**config.mk**
```make
export PLATFORM = sky130hd
export DESIGN_NAME = s2p_blk_ctrl
export DESIGN_NICKNAME = d
export VERILOG_FILES = /design/src/rtl/s2p_blk_ctrl.sv
export SDC_FILE = /design/constraint.sdc
export NUM_CORES = 1
export LEC_CHECK = 0
export CORE_MARGIN = 8
export CORE_UTILIZATION = 55
export DETAILED_ROUTE_END_ITERATION = 10
export DONT_BUFFER_PORTS = 1
export PLACE_DENSITY = 0.84
export REMOVE_ABC_BUFFERS = 1
export SKIP_LAST_GASP = 1
export SYNTH_ARGS = -nofsm -noshare
export SYNTH_HDL_FRONTEND = slang
export SYNTH_SLANG_ARGS = --single-unit
```
**constraint.sdc**
```tcl
create_clock -name clk -period 2.5 [get_ports clk]
set_input_delay 0.5 -clock clk [delete_from_list [all_inputs] [get_ports clk]]
set_output_delay 0.5 -clock clk [all_outputs]
set_load 0.02 [all_outputs]
```
**src/rtl/s2p_blk_ctrl.sv**
```systemverilog
// Serial-to-parallel block assembler: gathers WPB tagged FIFO words into one
// SM4 block, checks sof/key framing, and hands the block off with valid/ready.
module s2p_blk_ctrl #(
    parameter int IO_WIDTH  = 32,
    parameter int BLK_WIDTH = 128
) (
    input  logic                 clk,
    input  logic                 rst_n,
    input  logic                 fifo_empty,
    input  logic [IO_WIDTH+1:0]  fifo_dout,
    output logic                 fifo_rd_en,
    output logic                 fifo_fake_rd,
    input  logic                 abort,
    output logic                 blk_valid,
    input  logic                 blk_ready,
    output logic [BLK_WIDTH-1:0] blk_data,
    output logic                 blk_is_key,
    output logic [7:0]           err_cnt
);

    localparam int WPB = BLK_WIDTH / IO_WIDTH;
    localparam int CW  = $clog2(WPB + 1);
    localparam logic [CW-1:0] WPB_C = CW'(WPB);

    typedef enum logic [1:0] {IDLE, FILL, OUT, FLUSH} state_t;

    state_t              state;
    logic [CW-1:0]       req_cnt;
    logic [CW-1:0]       rcv_cnt;
    logic [CW-1:0]       rcv_next;
    logic [CW-1:0]       slot;
    logic                rvalid_q;
    logic                capture;
    logic                frame_err;
    logic                slot_we;
    logic                word_key;
    logic                word_sof;
    logic [IO_WIDTH-1:0] word_data;

    assign word_key  = fifo_dout[IO_WIDTH+1];
    assign word_sof  = fifo_dout[IO_WIDTH];
    assign word_data = fifo_dout[IO_WIDTH-1:0];

    // The fake read is the only read FLUSH issues; real reads stop once WPB are requested.
    assign fifo_fake_rd = (state == FLUSH);
    assign fifo_rd_en   = fifo_fake_rd ||
                          ((state == FILL) && !fifo_empty && !abort && (req_cnt < WPB_C));
    assign capture      = (state == FILL) && rvalid_q && !abort;

    always_comb begin
        frame_err = 1'b0;
        slot_we   = 1'b0;
        slot      = '0;
        rcv_next  = rcv_cnt;
        if (capture) begin
            if (rcv_cnt == '0) begin
                frame_err = !word_sof;
            end else begin
                frame_err = word_sof || (word_key != blk_is_key);
            end
            if (!frame_err) begin
                slot_we  = 1'b1;
                slot     = rcv_cnt;
                rcv_next = rcv_cnt + CW'(1);
            end else if (word_sof) begin
                slot_we  = 1'b1;
                slot     = '0;
                rcv_next = CW'(1);
            end else begin
                rcv_next = '0;
            end
        end
    end

    always_ff @(posedge clk or negedge rst_n) begin
        if (!rst_n) begin
            state      <= IDLE;
            req_cnt    <= '0;
            rcv_cnt    <= '0;
            rvalid_q   <= 1'b0;
            blk_valid  <= 1'b0;
            blk_data   <= '0;
            blk_is_key <= 1'b0;
            err_cnt    <= '0;
        end else begin
            rvalid_q <= fifo_rd_en;
            if (capture && frame_err && (err_cnt != 8'hFF)) begin
                err_cnt <= err_cnt + 8'd1;
            end
            if (slot_we) begin
                for (int i = 0; i < WPB; i++) begin
                    if (slot == CW'(i)) begin
                        blk_data[BLK_WIDTH-1-i*IO_WIDTH -: IO_WIDTH] <= word_data;
                    end
                end
                if (slot == '0) begin
                    blk_is_key <= word_key;
                end
            end
            case (state)
                IDLE: begin
                    req_cnt <= '0;
                    rcv_cnt <= '0;
                    if (abort) begin
                        state <= FLUSH;
                    end else if (!fifo_empty) begin
                        state <= FILL;
                    end
                end
                FILL: begin
                    if (abort) begin
                        req_cnt <= '0;
                        rcv_cnt <= '0;
                        state   <= FLUSH;
                    end else begin
                        // At most one read is ever in flight, so requests = received + this cycle's read.
                        rcv_cnt <= rcv_next;
                        req_cnt <= rcv_next + CW'(fifo_rd_en);
                        if (rcv_next == WPB_C) begin
                            state     <= OUT;
                            blk_valid <= 1'b1;
                        end
                    end
                end
                OUT: begin
                    if (blk_ready) begin
                        blk_valid <= 1'b0;
                        req_cnt   <= '0;
                        rcv_cnt   <= '0;
                        state     <= fifo_empty ? IDLE : FILL;
                    end
                end
                FLUSH: begin
                    req_cnt <= '0;
                    rcv_cnt <= '0;
                    state   <= IDLE;
                end
                default: state <= IDLE;
            endcase
        end
    end

endmodule

```
# Word-level counts from Yosys, hierarchy flattened
# Index checks and enable logic that the tools add are counted.
[totals]
register_bits = 147
output_inout_bits = 140
elab_cells = 79
[op_classes]
addsub = 3
order_cmp = 1
eq_ne = 14
n_mux = 27
n_reduce_logical = 23
[op_table]
columns = ["operator", "count"]
rows = [
  ["$mux W3", 7],
  ["$pmux W3 S3", 2],
  ["$mux W1", 11],
  ["$mux W2", 5],
  ["$add A8 B1 Y8 const B", 1],
  ["$ne A8 B8 Y1 const B", 1],
  ["$pmux W2 S4", 1],
  ["$reduce_and A2 Y1", 4],
  ["$logic_and A1 B1 Y1", 7],
  ["$eq A3 B2 Y1 const B", 2],
  ["$logic_not A3 Y1", 2],
  ["$eq A2 B2 Y1 const B", 2],
  ["$ne A2 B2 Y1 const B", 2],
  ["$reduce_and A4 Y1", 1],
  ["$add A3 B1 Y3", 1],
  ["$add A3 B1 Y3 const B", 1],
  ["$eq A3 B1 Y1 const B", 1],
  ["$eq A3 B3 Y1 const B", 1],
  ["$logic_not A1 Y1", 3],
  ["$lt A3 B3 Y1 const B", 1],
  ["$ne A3 B2 Y1 const B", 1],
  ["$ne A3 B3 Y1 const B", 1],
  ["$reduce_and A3 Y1", 1],
  ["$eq A2 B1 Y1 const B", 1],
  ["other kinds (7)", 8],
]

# Logic depth before layout (Yosys ltp)
# Gate-level depths: netlist of the first run.
[depth]
word_depth = 10
mapped_depth = 10
mapped_depth_nobuf = 8

# Worst setup path after synthesis of the first run
# Ideal clock, no wire load.
[synth_timing]
kind = "flip-flop to flip-flop"
startpoint = "reg rcv_cnt[0]"
endpoint = "reg blk_data[100]"
setup_time_ns = 0.125
arrival_ns = 2.342
slack_ns = 0.034
path_stages_with_launch = 10
cell_sequence = "dfrtp_1 -> clkbuf_1 -> inv_1 -> ha_1 -> nor2b_1 -> nor3b_2 -> nor2_1 -> o21ai_1 -> buf_2 -> mux2_2"
[synth_between]
elab_chain_len = 7
elab_cells_between_ends = 9
[synth_lines]
columns = ["element", "line", "rtl"]
rows = [
  ["start, declared", "29", "logic [CW-1:0] rcv_cnt;"],
  ["start signal, assigned", "117", "rcv_cnt <= rcv_next;"],
  ["$logic_not A3 Y1", "56", "if (rcv_cnt == '0) begin"],
  ["$mux W1", "56", ""],
  ["$mux W1", "55", "if (capture) begin"],
  ["$mux W3", "61", "if (!frame_err) begin"],
  ["$mux W3", "55", ""],
  ["$logic_not A3 Y1", "92", "if (slot == CW'(i)) begin"],
  ["$reduce_and A2 Y1 (no source line) (*)", "--", ""],
  ["end signal, assigned by index", "93", "blk_data[BLK_WIDTH-1-i*IO_WIDTH -: IO_WIDTH] <= word_data;"],
  ["end, declared", "16", "output logic [BLK_WIDTH-1:0] blk_data,"],
]
# Every way passes the cells marked *; elsewhere a longest branch is shown, timed or not. The select of a mux whose other input is x is not followed.
# A chain may end at the register's enable or synchronous reset.

# Worst setup path in the final report of the first run
[layout_timing]
startpoint = "reg rcv_cnt[0]"
endpoint = "reg blk_data[29]"
[layout_between]
elab_chain_len = 7
elab_cells_between_ends = 9
[layout_lines]
columns = ["element", "line"]
rows = [
  ["$logic_not A3 Y1", "56"],
  ["$mux W1", "56"],
  ["$mux W1", "55"],
  ["$mux W3", "61"],
  ["$mux W3", "55"],
  ["$eq A3 B2 Y1", "92"],
  ["$reduce_and A2 Y1 (no source line) (*)", "--"],
]
# Marked as above.

==> impl_results.md, run 1 <==
- Status: complete, but fails checks
- Violated checks: negative hold slack
- Setup violators final: 0
- H-Tree Level Count: 4
- Slew HR: 0.5971
- Count of yosys warnings during synthesis: 0
- Share of cells above drive strength 1: 0.4417
- Crit path arrival time: 2.72 ns
- Worst path slowest cell: mux2_2
- Full die area: 14040 sq um
- Crit path launch: rcv_cnt[0]
- Synth unique cells: 39
- WHS: -0.3267 ns
- Final WL: 13320 microns
- Synth area leaders: dfrtp_1 (63%), mux2_2 (25%), xnor2_1 (1.2%), buf_6 (1.2%), ha_1 (0.65%)
- Tot Pwr: 6.452 mW
- Multi-input gate area: 2037 sq um
- Worst setup SP type: flop
- Highest Clock Rate: 0.4326 GHz
- Synth top area share: 0.6280
- Total Routing Usage GR: 0.1904
- Final Hold Fails: 145
- Post-DP HPWL: 9158 microns
- Mean Syn Cell Area: 15.33 sq um
- Setup bufs post-CTS: 0
- VDD IR max: 0.6477 mV
- Die W: 118.5 microns
- Cell taking the most area after synthesis: dfrtp_1
- Row Count: 37
- Vias: 3162
- #FFs+latches synth: 145
- Hold crit path type: input pin to asynchronous set/reset pin
- Later-pin clock latency in the skew report: 0.53 ns
- Num CTS Buffers: 17
- Cells along the critical path: inv_1, ha_1, nor2b_1, and2_1, nor2_2, nor3_4, nand3_2, buf_4, mux2_2
- Tmin final: 2.311 ns
- Critical Path Sink: blk_data[29]
- Drt first pass iters: 4
- GP Congestion: 0.8453
- Die height: 118.5 microns
- Clock-pin slew on the worst setup and hold paths: 0.06 ns
- Crit Path Class: flop to flop
- FF/Latch Area: 3628 sq um
- Core area: 10280 sq um
- P per Cell Area: 982.2 nW/um^2
- Maximum buffer depth of the clock tree: 2
- Vias in the first global route: 3445
- Tcrit/Tclk final: 0.9245
- N_diodes: 0
- DRC violations left: 0
- Worst slew pin tran: 0.5998 ns
- Clock skew: 0.01111 ns
- WP data required: 2.90 ns
- Critical Path End Type: flop
- Via density: 5.866
- Max-slew violations: 0
- TritonCTS clock tree: built
- Flop2flop setup slack: 0.19 ns
- Register-to-Register Path Depth: 9
- Maxcap violations: 0
- Top cell family by delay on the critical path: simple AND/OR/NAND/NOR gates
- Antenna Nets Post-Route: 0
- Synth Instances: 377
- Synth Cell Area: 5778 sq um
- Clock root buffer: clkbuf_8
- Largest net degree at the start of global routing: 146
- Critical Path Max Stage Delay: 0.38 ns
- Worst path bufs/invs: 2
- Fillers: 710
- Final cell count without fillers: 539
- I/O Pins: 179
- Gr ovfl total: 0
- Initial antenna violation count: 0
- Clock tree sinks: 145
- CP max FO: 18
- Worst path depth: 9
- Global-route wire length before repair: 20780 microns
- Reg-to-Reg End: blk_data[29]
- Port bufs: 0
- Seq/Total Area, Yosys: 0.6280
- Reg-to-Reg Start: rcv_cnt[0]
- Fin nets: 434
- Leak: 3.273 nW
- Unrepaired setup endpoints after global routing: no
- Area grow syn2layout: 13.69%
- Iter 0 DRT Violations: 239
- Placed insts: 509
- Starting Density: 0.5622
- Drt wl/cell: 24.71 microns
[worst min-delay path by stage]
stage	startpoint	endpoint	slack, ns	depth (start not counted)
after global placement	rst_n	blk_data[25]	0.21	0
after detailed placement	rst_n	blk_data[113]	0.21	0
after CTS	rst_n	blk_data[126]	-0.35	0
final	rst_n	blk_data[17]	-0.33	0
after global routing	rst_n	blk_data[105]	-0.34	0
after floorplan	rst_n	blk_data[0]	0.20	0
[power by group]
| part | internal [mW] | switching (mW) | total [mW] |
|---|---|---|---|
| registers | 2.67 | 0.688 | 3.36 |
| logic | 0.286 | 0.181 | 0.467 |
| clock network | 1.69 | 0.934 | 2.63 |
[state kept, by name, indices dropped and copies added, names as in the netlist]
signal      cells
blk_data      128
blk_is_key      1
blk_valid       1
err_cnt         8
rcv_cnt         3
req_cnt         1
rvalid_q        1
state           2
[cell usage after synthesis]
library cell,number
mux2_2,127
nor3_4,1
buf_2,7
ha_1,3
xor2_1,3
xnor2_1,8
a221oi_2,1
clkbuf_1,1
nand4_1,3
nand2_1,10
nor2b_1,1
a211o_1,1
and3_1,1
nand2b_1,1
and4bb_2,1
nor2_1,7
o21ai_0,4
dfrtp_1,145
a31oi_1,3
nor3b_2,2
a41o_1,1
and4_1,1
and2_1,1
nand3_1,4
a21oi_1,5
a21o_1,1
nor3_1,4
o2111ai_1,1
inv_1,6
mux2_1,3
buf_6,6
or3_1,3
nand3_2,3
o21ai_1,3
o211ai_1,1
a22o_1,1
or2_2,1
nor3b_1,1
clkbuf_2,1
[routing by layer]
| metal | share of wire | wire [microns] | GRT usage |
|---|---|---|---|
| met5 | 0 | 0 | 0 |
| met4 | 0.021 | 277 | 0.08458 |
| met3 | 0.10 | 1355 | 0.08853 |
| met2 | 0.52 | 6976 | 0.3250 |
| met1 | 0.35 | 4708 | 0.1976 |
[metrics by stage]
step	hold slack (ns)	area (sq um)	setup TNS [ns]	util	setup slack, ns
floorplan	0.2044	5667	-39.14	-	-0.8792
global placement	0.2077	5943	0	0.5783	0.2573
detailed placement	0.2090	5943	0	0.5783	0.1304
CTS	-0.3488	6559	0	0.6382	0.01291
global route	-0.3442	6569	0	0.6392	0.05832
finish	-0.3267	6569	0	0.6392	0.1887
[final cells by class]
type,count,area share
Clock buffer,22,0.07048
Clock inverter,8,0.02324
Inverter,6,0.003429
Multi-Input combinational cell,211,0.3101
Sequential cell,145,0.5524
Tap cell,136,0.02590
Timing Repair Buffer,11,0.01448
[cells in the final DEF, fill, tap and decap left out, types with 3 or more instances in the layout]
master / netlist / final
xnor2_1: 8 / 7
nor3_1: 4 / 4
o21ai_0: 4 / 4
mux2_2: 127 / 127
xor2_1: 3 / 3
mux2_1: 3 / 3
nand2_1: 10 / 10
bufinv_16: 0 / 4
nand3_1: 4 / 4
buf_4: 0 / 10
nand3_2: 3 / 3
dfrtp_1: 145 / 145
a31oi_1: 3 / 3
nand4_1: 3 / 3
clkbuf_16: 0 / 16
or3_1: 3 / 3
inv_1: 6 / 6
ha_1: 3 / 3
nor2_1: 7 / 6
clkbuf_8: 0 / 4
a21oi_1: 5 / 5
[logic make-up (layout without fill, tap and decap cells)]
kind of cell,Yosys count,after routing,synth area share
and+or+nand+nor,45,45,0.04721
AOI/OAI and AO/OA,22,22,0.02512
adders and majority gates,3,3,0.006497
DFF,145,145,0.6280
muxes,130,130,0.2534
xor gates and xnor gates,11,11,0.01668
buffers and inverters,21,47,0.02317
[worst reg2reg max path, stage by stage (launching register included)]
cell and delay (ns):
dfrtp_1 0.36, inv_1 0.09, ha_1 0.24, nor2b_1 0.16, and2_1 0.22, nor2_2 0.26, nor3_4 0.09, nand3_2 0.11
buf_4 0.27, mux2_2 0.39
[what timing repair did]
action	4_1_cts	5_1_grt
endpoints found under the setup margin	0	66
endpoints found under the hold margin	145	145
resized for setup	0	2
(Power assumes the default switching activity.)
==> inputs of run 2 (changes only) <==
--- a/config.mk
+++ b/config.mk
@@ -5,6 +5,7 @@
 export SDC_FILE = /design/constraint.sdc
 export NUM_CORES = 1
 export LEC_CHECK = 0
+export CORE_ASPECT_RATIO = 0.75
 export CORE_MARGIN = 8
 export CORE_UTILIZATION = 55
 export DETAILED_ROUTE_END_ITERATION = 10
==> run 2 against run 1 <==
Compared with the run above:
- the run still ends with negative hold slack left
- sequential cell count unchanged
- sequential power about the same
- critical path depth is the same
- via count rose by 1.5%
- critical endpoint is now blk_data[31]
- hold slack improved by 0.10 ns
- global-route usage up 0.22 points
==> impl_results.md, run 2 (synthesis gave the netlist of run 1 again) <==
- Global-route wire length before repair: 20910 microns (+0.64%)
- Maximum buffer depth of the clock tree: 2 (unchanged)
- Via density: 5.908 (+0.71%)
- Register-to-Register Path Depth: 9 (unchanged)
- CP max FO: 14 (-4)
- Violated checks: negative hold slack
- Highest Clock Rate: 0.4205 GHz (-2.8%)
- Setup bufs post-CTS: 0 (unchanged)
- Vias: 3208 (+1.5%)
- Drt first pass iters: 4 (unchanged)
- Pre-CTS setup slack: 0.07043 ns (-0.05996 ns)
- Clock skew: 0.007773 ns (-0.003339 ns)
- Worst setup SP type: flop
- Setup ws final: 0.1219 ns (-0.06674 ns)
- VDD IR max: 0.7884 mV (+22%)
- Num CTS Buffers: 17 (unchanged)
- Core area: 10250 sq um (-0.27%)
- N_diodes: 0 (unchanged)
- Iter 0 DRT Violations: 171 (-28%)
- Critical Path End Type: flop
- Gr ovfl total: 0 (unchanged)
- Tot Pwr: 6.304 mW (-2.3%)
- Die height: 104.8 microns (-12%)
- WHS: -0.2228 ns (+0.1040 ns)
- Flip-flop count of the largest register after layout: 128 (unchanged)
- Reg with most FFs: blk_data
- Leak: 3.256 nW (-0.53%)
- DRC violations left: 0 (unchanged)
- Top Registers: blk_data: 128 flops, err_cnt: 8 flops, rcv_cnt: 3 flops
- Final WL: 13280 microns (-0.31%)
- P per Cell Area: 962.4 nW/um^2 (-2.0%)
- Port bufs: 0 (unchanged)
- Critical Path Max Stage Delay: 0.34 ns (-0.04 ns)
- Setup violators final: 0 (unchanged)
- Reg-to-Reg Start: rcv_cnt[0]
- Max-slew violations: 0 (unchanged)
- WP data required: 2.79 ns (-0.11 ns)
- Post-DP HPWL: 9440 microns (+3.1%)
- Fillers: 749 (+5.5%)
- Cells along the critical path: inv_1, ha_1, nor2b_2, nor3b_2, nor2_2, nor3_4, nand3_2, buf_4, mux2_2
- Status: complete, but fails checks
- Worst path slowest cell: dfrtp_1
- Largest net degree at the start of global routing: 146 (unchanged)
- Final instance area: 6550 sq um (-0.29%)
- Antenna Nets Post-Route: 0 (unchanged)
- Total Routing Usage GR: 0.1926 (+0.002214)
- Initial antenna violation count: 0 (unchanged)
- Commonest non-fill, non-tap cells in the layout: dfrtp_1 (145), mux2_2 (127), clkbuf_16 (17)
- Clock tree sinks: 145 (unchanged)
- Tmin final: 2.378 ns (+0.06675 ns)
- Clock root buffer: clkbuf_16
- Fin nets: 436 (+0.46%)
- Maxcap violations: 0 (unchanged)
- Slew HR: 0.5711 (-0.02591)
- Share of cells above drive strength 1: 0.4496 (+0.007944)
- H-Tree Level Count: 4 (unchanged)
- Crit Path Class: flop to flop
- Commonest non-fill, non-tap cell in the layout: dfrtp_1
- GP Congestion: 0.9236 (+9.3%)
- Dpl cell area: 5958 sq um (+0.25%)
- Die W: 134.4 microns (+13%)
- Final Hold Fails: 145 (unchanged)
- Unrepaired setup endpoints after global routing: no
- TritonCTS clock tree: built
- Vias in the first global route: 3476 (+0.90%)
- Drt wl/cell: 24.45 microns (-1.0%)
- Clock-pin slew on the worst setup and hold paths: 0.06 ns (about the same)
- Row Count: 32 (-14%)
- Worst slew pin tran: 0.6384 ns (+0.03857 ns)
- Full die area: 14080 sq um (+0.24%)
- Reg-to-Reg End: blk_data[31]
- Crit path arrival time: 2.67 ns (-0.05 ns)
- Tcrit/Tclk final: 0.9512 (+0.02670)
- Later-pin clock latency in the skew report: 0.41 ns (-0.12 ns)
- Area grow syn2layout: 13.36%
- I/O Pins: 179 (unchanged)
- Starting Density: 0.5637 (+0.001510)
- Hold crit path type: input pin to asynchronous set/reset pin
- Flop2flop setup slack: 0.12 ns (-0.07 ns)
-- run 2: cell count changes in the layout (fill, tap and decap cells not counted), sizes merged --
cell,previous run,this run
clkbuf,22,18
clkinvlp,2,5
buf,11,13
inv,7,10
clkinv,1,3
bufinv,4,2
-- run 2: cell type report --
type	instances	area [sq um]	area share
clock buffer	18	429.2	0.06552
clock inverter	14	157.7	0.02407
inverter	6	22.52	0.003438
timing repair buffer	13	110.1	0.01681
multi-input combinational	211	2032	0.3102
sequential	145	3628	0.5540
tap	136	170.2	0.02598
-- run 2: worst max-delay path by stage --
stage | from | end | slack, ns | cells past startpoint
2_1_floorplan | rcv_cnt[0] | blk_data[100] | -0.88 | 7
3_3_place_gp | rcv_cnt[0] | blk_data[30] | 0.22 | 9
3_5_place_dp | rcv_cnt[0] | blk_data[38] | 0.07 | 9
4_1_cts | rcv_cnt[0] | blk_data[38] | 0.06 | 9
5_1_grt | rcv_cnt[0] | blk_data[55] | 0.004 | 9
6_report | rcv_cnt[0] | blk_data[31] | 0.12 | 9
-- run 2: timing repair --
| item | in CTS | in global routing |
|---|---|---|
| endpoints found under the hold margin | 145 | 145 |
| resized for setup | 0 | 2 |
| endpoints found under the setup margin | 0 | 58 |
-- run 2: critical path: cells and delay by family, from the launching register on --
family	cells	cell delay (ns)
adder cells (fa/ha/maj)	1	0.23
buffers and inverters	2	0.32
multiplexers	1	0.31
flip-flops	1	0.34
AND/OR/NAND/NOR	5	1.03
-- run 2: power by group --
part           internal [mW]  switching, mW  leakage (nW)
clock                   1.48           1.01         0.271
combinational          0.282          0.177          1.03
sequential              2.67          0.682          1.96
-- run 2: routing by layer --
layer	routed length, microns	global-route usage	vias to the layer above
li1	-	-	1384
met1	4916	0.2099	1671
met2	6382	0.3035	133
met3	1771	0.1148	20
met4	206	0.07274	0
met5	0	0	-
-- run 2: stage by stage --
stage / utilization / setup TNS, ns / hold slack, ns / std cells
final: 0.6390 / 0 / -0.2228 / 543
after global routing: 0.6390 / 0 / -0.2441 / 543
after global placement: 0.5813 / 0 / 0.2087 / 511
after CTS: 0.6386 / 0 / -0.2400 / 543
after detailed placement: 0.5813 / 0 / 0.2080 / 511
after floorplan: - / -39.14 / 0.2044 / 362
